--- config.mk ---
export PLATFORM = sky130hd
export DESIGN_NAME = i2s_frame_reader
export DESIGN_NICKNAME = d
export VERILOG_FILES = /design/src/rtl/i2s_frame_reader.sv
export SDC_FILE = /design/constraint.sdc
export NUM_CORES = 1
export LEC_CHECK = 0
export CORE_ASPECT_RATIO = 0.8
export CORE_MARGIN = 2
export CORE_UTILIZATION = 49
export CTS_CLUSTER_DIAMETER = 50
export DETAILED_ROUTE_END_ITERATION = 10
export HOLD_SLACK_MARGIN = 0.06
export PLACE_DENSITY = 0.75
export SYNTH_ARGS = -nofsm -noshare
export SYNTH_HDL_FRONTEND = slang
export SYNTH_SLANG_ARGS = --single-unit
--- constraint.sdc ---
create_clock -name clk_i -period 1.9 [get_ports clk_i]
set_input_delay 0.19 -clock clk_i [delete_from_list [all_inputs] [get_ports clk_i]]
set_output_delay 0.19 -clock clk_i [all_outputs]
set_load 0.02 [all_outputs]
--- src/rtl/i2s_frame_reader.sv ---
`default_nettype none
// +----------------------------------------------------------------------------+
// | Module   : i2s_frame_reader                                                |
// | Purpose  : Reads each completed 256-bit I2S frame out of the bit-circular  |
// |            buffer RAM and emits eight 24-bit samples (one per slot) on a   |
// |            valid/ready stream. Optional frame-skip detection is enabled by |
// |            defining I2S_FRAME_READER_SKIP_DETECT_EN.                       |
// | Revision : 1.0 - initial release                                           |
// +----------------------------------------------------------------------------+
module i2s_frame_reader #(
    parameter int CIRC_BUF_BITS = 3
) (
    input  logic                       clk_i,
    input  logic                       rst_ni,
    input  logic [CIRC_BUF_BITS-1:0]   last_good_frame_idx_i,
    output logic [CIRC_BUF_BITS+7:0]   ram_read_addr_o,
    output logic                       ram_read_en_o,
    input  logic                       ram_read_data_i,
    output logic [23:0]                sample_data_o,
    output logic [2:0]                 sample_channel_o,
    output logic                       sample_valid_o,
    input  logic                       sample_ready_i,
    output logic                       frame_skip_o
);

    typedef enum logic [1:0] {
        ST_IDLE  = 2'd0,
        ST_READ  = 2'd1,
        ST_DRAIN = 2'd2,
        ST_OUT   = 2'd3
    } state_e;

    state_e                     state_q,     state_d;
    logic [CIRC_BUF_BITS-1:0]   done_idx_q,  done_idx_d;
    logic [CIRC_BUF_BITS-1:0]   cur_frame_q, cur_frame_d;
    logic                       primed_q,    primed_d;
    logic [2:0]                 ch_q,        ch_d;
    logic [4:0]                 bit_cnt_q,   bit_cnt_d;
    // Only bits 0..30 of a slot need storing; bit 31 is taken straight from
    // the RAM in the DRAIN cycle when the full word is assembled.
    logic [30:0]                shreg_q,     shreg_d;
    logic [CIRC_BUF_BITS+7:0]   addr_q,      addr_d;
    logic                       en_q,        en_d;
    logic [23:0]                data_q,      data_d;
    logic [2:0]                 chan_q,      chan_d;
    logic                       valid_q,     valid_d;
    logic [31:0]                w_word;
    logic                       w_new_frame;

`ifdef I2S_FRAME_READER_SKIP_DETECT_EN
    logic                       skip_q,      skip_d;
    logic [CIRC_BUF_BITS-1:0]   w_next_idx;
    assign w_next_idx   = done_idx_q + CIRC_BUF_BITS'(1);
    assign frame_skip_o = skip_q;
`else
    assign frame_skip_o = 1'b0;
`endif

    // Word as it would look after shifting in the bit currently returned by RAM
    assign w_word      = {shreg_q, ram_read_data_i};
    assign w_new_frame = primed_q && (last_good_frame_idx_i != done_idx_q);

    assign ram_read_addr_o  = addr_q;
    assign ram_read_en_o    = en_q;
    assign sample_data_o    = data_q;
    assign sample_channel_o = chan_q;
    assign sample_valid_o   = valid_q;

    // Next-state and registered-output computation for the frame reader FSM
    always_comb begin
        state_d     = state_q;
        done_idx_d  = done_idx_q;
        cur_frame_d = cur_frame_q;
        primed_d    = primed_q;
        ch_d        = ch_q;
        bit_cnt_d   = bit_cnt_q;
        shreg_d     = shreg_q;
        addr_d      = addr_q;
        en_d        = 1'b0;
        data_d      = data_q;
        chan_d      = chan_q;
        valid_d     = valid_q;
`ifdef I2S_FRAME_READER_SKIP_DETECT_EN
        skip_d      = 1'b0;
`endif
        case (state_q)
            ST_IDLE: begin
                if (!primed_q) begin
                    // First look after reset: adopt whatever is current, emit nothing
                    primed_d   = 1'b1;
                    done_idx_d = last_good_frame_idx_i;
                end else if (w_new_frame) begin
                    // Always jump to the newest completed frame
                    cur_frame_d = last_good_frame_idx_i;
                    ch_d        = 3'd0;
                    bit_cnt_d   = 5'd0;
                    en_d        = 1'b1;
                    addr_d      = {last_good_frame_idx_i, 3'd0, 5'd0};
                    state_d     = ST_READ;
`ifdef I2S_FRAME_READER_SKIP_DETECT_EN
                    skip_d      = (last_good_frame_idx_i != w_next_idx);
`endif
                end
            end
            ST_READ: begin
                // The bit strobed last cycle is on the read data port now
                if (bit_cnt_q != 5'd0) begin
                    shreg_d = w_word[30:0];
                end
                if (bit_cnt_q == 5'd31) begin
                    state_d = ST_DRAIN;
                end else begin
                    bit_cnt_d = bit_cnt_q + 5'd1;
                    en_d      = 1'b1;
                    addr_d    = {cur_frame_q, ch_q, bit_cnt_q + 5'd1};
                end
            end
            ST_DRAIN: begin
                shreg_d = w_word[30:0];
                data_d  = w_word[31:8];
                chan_d  = ch_q;
                valid_d = 1'b1;
                state_d = ST_OUT;
            end
            default: begin
                if (sample_ready_i) begin
                    valid_d = 1'b0;
                    if (ch_q != 3'd7) begin
                        ch_d      = ch_q + 3'd1;
                        bit_cnt_d = 5'd0;
                        en_d      = 1'b1;
                        addr_d    = {cur_frame_q, ch_q + 3'd1, 5'd0};
                        state_d   = ST_READ;
                    end else begin
                        done_idx_d = cur_frame_q;
                        state_d    = ST_IDLE;
                    end
                end
            end
        endcase
    end

    // State and output registers; reset aborts any frame in progress
    always_ff @(posedge clk_i or negedge rst_ni) begin
        if (!rst_ni) begin
            state_q     <= ST_IDLE;
            done_idx_q  <= '0;
            cur_frame_q <= '0;
            primed_q    <= 1'b0;
            ch_q        <= 3'd0;
            bit_cnt_q   <= 5'd0;
            shreg_q     <= '0;
            addr_q      <= '0;
            en_q        <= 1'b0;
            data_q      <= 24'd0;
            chan_q      <= 3'd0;
            valid_q     <= 1'b0;
`ifdef I2S_FRAME_READER_SKIP_DETECT_EN
            skip_q      <= 1'b0;
`endif
        end else begin
            state_q     <= state_d;
            done_idx_q  <= done_idx_d;
            cur_frame_q <= cur_frame_d;
            primed_q    <= primed_d;
            ch_q        <= ch_d;
            bit_cnt_q   <= bit_cnt_d;
            shreg_q     <= shreg_d;
            addr_q      <= addr_d;
            en_q        <= en_d;
            data_q      <= data_d;
            chan_q      <= chan_d;
            valid_q     <= valid_d;
`ifdef I2S_FRAME_READER_SKIP_DETECT_EN
            skip_q      <= skip_d;
`endif
        end
    end

endmodule
`default_nettype wire

==> After elaboration in Yosys (flattened, before gate mapping) <==
Index checks and enable logic that the tools add are counted.
{ "totals": {"output_inout_bits": 41, "in_bits": 7, "elab_cells": 85, "regBits": 88} }
{ "op_classes": {"n_reduce_logical": 19, "add_sub_neg": 2, "n_mux": 37, "n_eq_ne": 12, "n_bitwise": 3} }
{ "ops": {"columns": ["op", "n"], "rows": [
  ["$pmux W31 S2", 1],
  ["$mux W11", 5],
  ["$pmux W11 S3", 1],
  ["$mux W31", 1],
  ["$mux W5", 5],
  ["$mux W3", 7],
  ["$pmux W5 S3", 1],
  ["$ne A2 B2 Y1 const B", 6],
  ["$pmux W3 S2", 2],
  ["$mux W2", 4],
  ["$reduce_and A4 Y1", 2],
  ["$reduce_bool A2 Y1", 4],
  ["$mux W1", 7],
  ["$pmux W2 S3", 1],
  ["$reduce_and A6 Y1", 1],
  ["$reduce_bool A3 Y1", 2],
  ["$add A5 B1 Y5 const B", 1],
  ["$eq A5 B5 Y1 const B", 1],
  ["$reduce_and A5 Y1", 1],
  ["$reduce_bool A5 Y1", 1],
  ["$reduce_and A2 Y1", 2],
  ["$reduce_bool A4 Y1", 1],
  ["$reduce_or A2 Y1", 2],
  ["$add A3 B1 Y3 const B", 1],
  ["11 further kinds", 13]
]} }

==> Longest topological paths before layout <==
Gate-level depths: netlist of the first run.
{ "logic_depth": {"word_depth": 5, "depth_mapped": 9, "ltp_nobuf": 7} }

==> Worst setup path before layout of the first run <==
No wires, ideal clock.
{ "synth_timing": {"path_kind": "reg2reg", "from": "register state_q[0]", "to": "register addr_q[10], in the netlist ram_read_addr_o[10]", "setup_ns": 0.125, "slack_ns": -0.140, "path_stages_with_launch": 10, "t_required_ns": 1.775, "path_buffers": 3, "t_arrival_ns": 1.916, "synth_period_minus_slack_ns": 2.040, "path_cell_list": "dfrtp_1 > inv_1 > ha_1 > buf_6 > or3_1 > nand4_1 > nand2b_1 > buf_6 > buf_12 > mux2_2"} }
{ "synth_between": {"elab_chain_len": 3, "elab_cells_between_ends": 11, "classes_between": "5 x eq/ne; 1 x mux; 1 x bitwise; 4 x reduce/logical"} }
{ "synth_lines": {"columns": ["element", "line_no", "source"], "rows": [
  ["from (decl)", "33", "state_e state_q, state_d;"],
  ["from (signal assigned)", "162", "state_q <= state_d;"],
  ["$eq A2 B1 Y1 (tied with other cells)", "86", "case (state_q)"],
  ["$ne A2 B2 Y1 (no line) (tied with other cells)", null, null],
  ["$reduce_and A6 Y1 (no line)", null, null],
  ["to (signal assigned)", "169", "addr_q <= addr_d;"],
  ["to (decl)", "42", "logic [CIRC_BUF_BITS+7:0] addr_q, addr_d;"]
]} }
Several ways; a longest one is shown, not always the timed one.
A chain may end at the register's enable or synchronous reset.

==> Final worst setup path of the first run <==
{ "layout_timing": {"from": "register bit_cnt_q[1]", "to": "register bit_cnt_q[2]"} }
{ "layout_between": {"elab_chain_len": 3, "elab_cells_between_ends": 6, "classes_between": "1 x add/sub; 2 x eq/ne; 2 x mux; 1 x reduce/logical"} }
{ "layout_lines": {"columns": ["element", "line_no", "source"], "rows": [
  ["from (decl)", "38", "logic [4:0] bit_cnt_q, bit_cnt_d;"],
  ["from (signal assigned)", "167", "bit_cnt_q <= bit_cnt_d;"],
  ["$add A5 B1 Y5 / $eq A5 B5 Y1 (equally long branches)", "113, 110", null],
  ["$mux W5 / $ne A2 B2 Y1 (equally long branches)", null, null],
  ["$pmux W5 S3 / $reduce_and A6 Y1 (equally long branches)", null, null]
]} }
Several ways; a longest one is shown, not always the timed one. The select of a mux whose other input is x is not followed.

==> flow_summary.ini, run 1 <==
[clock_network]
cts_tree = yes
clkTransAtPathRegs_ns = 0.09
cts_buffers = 9
cts.path.max_buffers = 2
htreeDepth = 3
numClockSinks = 87
cts_root_buffer = clkbuf_8
clk_latency_ns = 0.35

[power]
swShare_pct = 34.45
clockPowerShare_pct = 16.2
p_leak_nw = 2.145
p_int_mw = 5.377
p_seq_share_pct = 35.7
p_sw_mw = 2.825
ir_drop_mv = 0.8733
pwr-share-comb_pct = 48.1
p_per_area_mw_per_mm2 = 1754

[sta]
finalMaxSlewViolations = 0
holdWs_ns = 0.3017
timing.setup.tns_ns = 0
period_share_pct = 96.64
hold_violations = 0
setup_viol = 0
finalClockSkew_ns = 0.006491
rsz0062_at_grt = yes
fmax_ghz = 0.5446
min_period_ns = 1.836

[detailed_routing]
wire_per_inst_um = 14.58
via_per_inst = 4.998
first_iter_violations = 87
firstDrtPassIters = 6
drtAntennaViolNets = 0
drc_errors = 0
drt_wl_total_um = 6460
vias = 2214

[yosys]
synth_cells = 265
synth_nets = 281
avgSynthCellArea_um2 = 14.03
synth_cell_type_count = 36
synth_edf_count = 0
ys.flop_type = dfrtp_1
yosysTopAreaCellShare_pct = 58.55
synth_area_leaders = dfrtp_1 (59%), mux2_2 (22%), ha_1 (3.0%)
async_reset_ff_share_pct = 100.0
ys_seq_elements = 87
synth.most_common_cell = dfrtp_1
netlist_area_mm2 = 0.003719
ys_top_cells_by_count = dfrtp_1 (87), mux2_2 (73), nand2_1 (12), ha_1 (9), nor2_1 (9)
yosys_warnings = 0
synth.largest_area_cell = dfrtp_1
seq_area_frac_synth_pct = 58.55

[worst_setup_path]
cp.required_ns = 2.14
cp-end-kind = flip-flop
cp_cell_sequence = ha_2 -> and3_1 -> ha_2 -> nand2_1 -> nand4_1 -> nand2b_4 -> a221o_1
crit_slowest_cell = dfrtp_1
arrival_ns = 2.07
crit_path_max_fanout = 6
cpPeakStageDelay_ns = 0.39
cp-start-kind = flip-flop
critPathKind = reg2reg
crit_top_cell = ha_2

[placed_design]
dpl.hpwl_um = 4397
gp_congestion = 0.7771
port_buffers = 46
dpl_cell_area_mm2 = 0.004412

[layout]
final_nets = 349
insertedDiodeCount = 0
area_growth_syn_to_layout_pct = 25.74
final_cell_area_mm2 = 0.004676
drive_gt1_share_pct = 35.21
utilization_pct = 63.25

[global_route]
antenna_found_initial = 0
grt_max_degree = 38
grt_pass1_vias = 2247
grt_pass1_wl_um = 10830
grt_overflow = 0
grtUsageTotal_pct = 17.09

[die]
io_pins = 48
die_h_um = 81.92
start_util_pct = 50.30
die_w_um = 101.4
dieArea_mm2 = 0.008306
rows = 28
core-area_mm2 = 0.007392

[worst_hold_path]
hold_path.class = in2async

[flow_run]
cap_violations = 0

[outcome]
outcome = finished, final reports clean
[final timing paths]
path / startpoint / to / slack [ns] / depth (start not counted)
setup / recovery: bit_cnt_q[1] / bit_cnt_q[2] / 0.06 / 7
hold / removal: rst_ni / sample_data_o[9] / 0.30 / 2
setup reg to reg: bit_cnt_q[1] / bit_cnt_q[2] / 0.06 / 7
hold reg to reg: shreg_q[3] / shreg_q[3] / 0.51 / 1
max in group asynchronous: rst_ni / sample_channel_o[0] / 0.97 / 3
min in group clk_i: ram_read_data_i / shreg_q[0] / 0.45 / 2
[registers in the layout (all words and copies together), names as in the netlist, 2 cells and up]
| signal | flops |
|---|---|
| sample_channel_o | 3 |
| bit_cnt_q | 4 |
| sample_data_o | 24 |
| shreg_q | 31 |
| ram_read_addr_o | 11 |
| cur_frame_q | 3 |
| ch_q | 3 |
| state_q | 2 |
| done_idx_q | 3 |
[final cells by class]
type,instances,area (um2)
Clock buffer,11,141.4
Clock inverter,5,65.06
Fill cell,593,2716
Inverter,8,30.03
Multi-Input combinational cell,158,1473
Sequential cell,87,2177
Tap cell,105,131.4
Timing Repair Buffer,69,658.1
[cells by family (layout without fill, tap and decap cells)]
| logic type | count (synthesis) | in the layout | share of synthesized area (%) |
|---|---|---|---|
| xor+xnor | 5 | 5 | 1.178 |
| other cells | 1 | 1 | 0.1008 |
| fa+ha+maj | 9 | 9 | 3.028 |
| compound gates | 20 | 20 | 4.038 |
| flops | 87 | 87 | 58.55 |
| buf+inv | 21 | 93 | 3.331 |
| simple gates | 41 | 42 | 5.518 |
| mux | 81 | 81 | 24.26 |
[per-stage QoR]
stage | instances | worst slack, ns | power (mW)
floorplan | 265 | -0.03341 | 5.621
global placement | 422 | 0.01516 | 6.722
detailed placement | 422 | -0.009467 | 6.837
CTS | 439 | 0.04238 | 8.201
global route | 443 | -0.01247 | 8.755
finish | 443 | 0.06382 | 8.202
[cell usage in the layout, fill, tap and decap left out, drive strengths merged, types with 2 or more instances in the layout]
| cell type | count |
|---|---|
| nand2 | 12 |
| nor2b | 2 |
| mux2i | 8 |
| a22o | 6 |
| nor3 | 3 |
| clkinvlp | 2 |
| mux2 | 73 |
| nand3b | 2 |
| clkbuf | 11 |
| inv | 10 |
| xnor2 | 4 |
| or3 | 2 |
| a21oi | 6 |
| clkdlybuf4s50 | 45 |
| o21ai | 3 |
| ha | 9 |
| dfrtp | 87 |
| nand2b | 6 |
| nor2 | 9 |
| buf | 23 |
[routing by layer]
| metal | track usage [%] | wire length [um] | vias up |
|---|---|---|---|
| li1 | - | - | 1063 |
| met1 | 22.92 | 3160 | 1109 |
| met2 | 26.75 | 3054 | 40 |
| met3 | 6.553 | 230 | 2 |
| met4 | 3.649 | 14 | 0 |
| met5 | 0 | 0 | - |
[critical path, delay by kind of cell, from the launching register on]
family / cells / cell delay, ns
compound gates: 1 / 0.36
simple gates: 4 / 0.59
flops: 1 / 0.39
fa+ha+maj: 2 / 0.39
[power groups by stage]
stage	registers, mW	clock network (mW)	logic (mW)
6_report	2.93	1.32	3.95
2_1_floorplan	3.25	0	2.37
4_1_cts	2.94	1.37	3.89
5_1_grt	3.03	1.44	4.28
3_3_place_gp	2.95	0	3.77
3_5_place_dp	2.97	0	3.87
[timing repair]
action / in CTS / in global routing
buffers inserted: 0 / 3
hold endpoints to repair: 28 / 0
gates resized for setup: 0 / 2
endpoints found under the setup margin: 0 / 18
hold buffers: 1 / 0
Note: power is estimated with default switching activity, not from simulation.
==> inputs of run 2 (changes only) <==
- CORE_UTILIZATION: 49 -> 59
- PLACE_DENSITY: 0.75 -> 0.84
- SKIP_LAST_GASP: default -> 1
- clock period: 1.9 -> 2.2 ns (I/O delays scaled with it)
==> run 2 against run 1 <==
Effect of this change:
- clock power about the same
- critical path depth unchanged
- hold slack improved by 0.051 ns
- setup slack improved by 0.038 ns
- sequential cell count unchanged
- via count increased by 0.81%
- critical endpoint is now ram_read_addr_o[9]
- cell area decreased by 2.7%
- sequential power decreased by 12%
- power decreased by 13%
- global-route usage increased by 4.0 points
==> flow_summary.ini, run 2 (same netlist as run 1, synthesis figures left out) <==
[worst_setup_path]
cp-end-kind = flip-flop
cp_cell_sequence = inv_1 -> ha_1 -> or3_1 -> nand4_1 -> nand2b_1 -> buf_12 -> mux2_2
crit_slowest_cell = or3_1
cp.required_ns = 2.44
arrival_ns = 2.34
crit_path_max_fanout = 15
critPathTopFamily = simple AND/OR/NAND/NOR gates
critPathKind = reg2reg
crit_buf_inv = 2
cpPeakStageDelay_ns = 0.43
cp-start-kind = flip-flop

[power]
p_per_area_mw_per_mm2 = 1568
total_power_mw = 7.129
p_leak_nw = 2.093
ir_drop_mv = 0.6875

[layout]
fin_cells = 407
drive_gt1_share_pct = 31.90
final_nets = 337
largest_register_ffs = 31
final_common_cell = dfrtp_1
insertedDiodeCount = 0
regMostFlops = shreg_q
mostFrequentLayoutCells = dfrtp_1 (86), mux2_2 (73), clkdlybuf4s50_1 (45)
area_growth_syn_to_layout_pct = 22.31
utilization_pct = 75.73
fillCellCount = 389
final_cell_area_mm2 = 0.004548

[sta]
finalClockSkew_ns = 0.008158
fmax_ghz = 0.4766
period_share_pct = 95.36
timing.setup.tns_ns = 0
min_period_ns = 2.098
finalMaxSlewViolations = 0
holdWs_ns = 0.3524
setup_viol = 0
hold_violations = 0
postLayoutSetupSlackWorst_ns = 0.1020
rsz0062_at_grt = no

[global_route]
grt_max_degree = 39
grt_pass1_wl_um = 11030
grt_overflow = 0
grt_pass1_vias = 2321
antenna_found_initial = 0
grtUsageTotal_pct = 21.11

[die]
core-area_mm2 = 0.006006
start_util_pct = 61.92
die_h_um = 75.01
rows = 25
die_w_um = 92.76
io_pins = 48
dieArea_mm2 = 0.006957

[flow_run]
cap_violations = 0

[clock_network]
cts_root_buffer = clkbuf_8
htreeDepth = 3
cts.path.max_buffers = 2
numClockSinks = 87
cts_buffers = 9
clkTransAtPathRegs_ns = 0.08
cts_setup_buffers = 0
cts_tree = yes
clk_latency_ns = 0.35

[placed_design]
gp_congestion = 0.7864
dpl.hpwl_um = 4443
post-place-ws_ns = 0.08457
port_buffers = 46
dpl_cell_area_mm2 = 0.004292
dp_cells = 390

[detailed_routing]
drc_errors = 0
drt_wl_total_um = 6612
wire_per_inst_um = 16.25
first_iter_violations = 113
via_per_inst = 5.484
firstDrtPassIters = 4
vias = 2232
drtAntennaViolNets = 0

[outcome]
outcome = finished, final reports clean

[worst_hold_path]
hold_path.class = in2async
==> run 2: changes by cell type in the layout (fill, tap and decap cells not counted), moves of 2 or more <==
cell	before	now
buf_4	21	10
mux2_2	69	73
mux2_4	4	0
ha_1	6	9
ha_2	3	0
bufinv_16	1	3
clkinvlp_4	2	0
nand2b_4	2	0
==> run 2: area by class of cell <==
cell class | count | area (um2) | share of cell area [%]
clock inverter | 5 | 103.9 | 2.283
multi-input combinational | 157 | 1418 | 31.17
timing repair buffer | 58 | 575.6 | 12.65
clock buffer | 11 | 141.4 | 3.109
sequential | 87 | 2178 | 47.90
tap | 81 | 101.3 | 2.228
inverter | 8 | 30.03 | 0.6602
==> run 2: path summary, 6_finish.rpt <==
kind                                  from                 end  slack, ns  cells after the start
setup / recovery                state_q[0]  ram_read_addr_o[9]       0.10                      7
hold / removal                      rst_ni         shreg_q[28]       0.35                      2
setup reg to reg                state_q[0]  ram_read_addr_o[9]       0.10                      7
hold reg to reg                 shreg_q[2]          shreg_q[2]       0.51                      1
max in group asynchronous           rst_ni         shreg_q[26]       1.20                      3
min in group clk_i         ram_read_data_i          shreg_q[0]       0.48                      2
==> run 2: where the power goes <==
part / internal (mW) / leakage, nW / switching (mW)
clock: 0.788 / 0.124 / 0.549
sequential: 2.20 / 1.11 / 0.376
combinational: 1.74 / 0.855 / 1.47
total: 4.73 / 2.09 / 2.40
==> run 2: repair_timing <==
action	in CTS	in global routing
hold buffers	1	0
endpoints found under the setup margin	0	9
hold endpoints to repair	35	0
resized for setup	0	1
==> run 2: metal layers <==
metal,vias to the layer above,track usage (%),routed length [um]
met5,-,0,0
met4,0,7.680,91
met3,10,7.508,286
met2,51,33.33,3143
met1,1127,27.66,3091
li1,1044,-,-
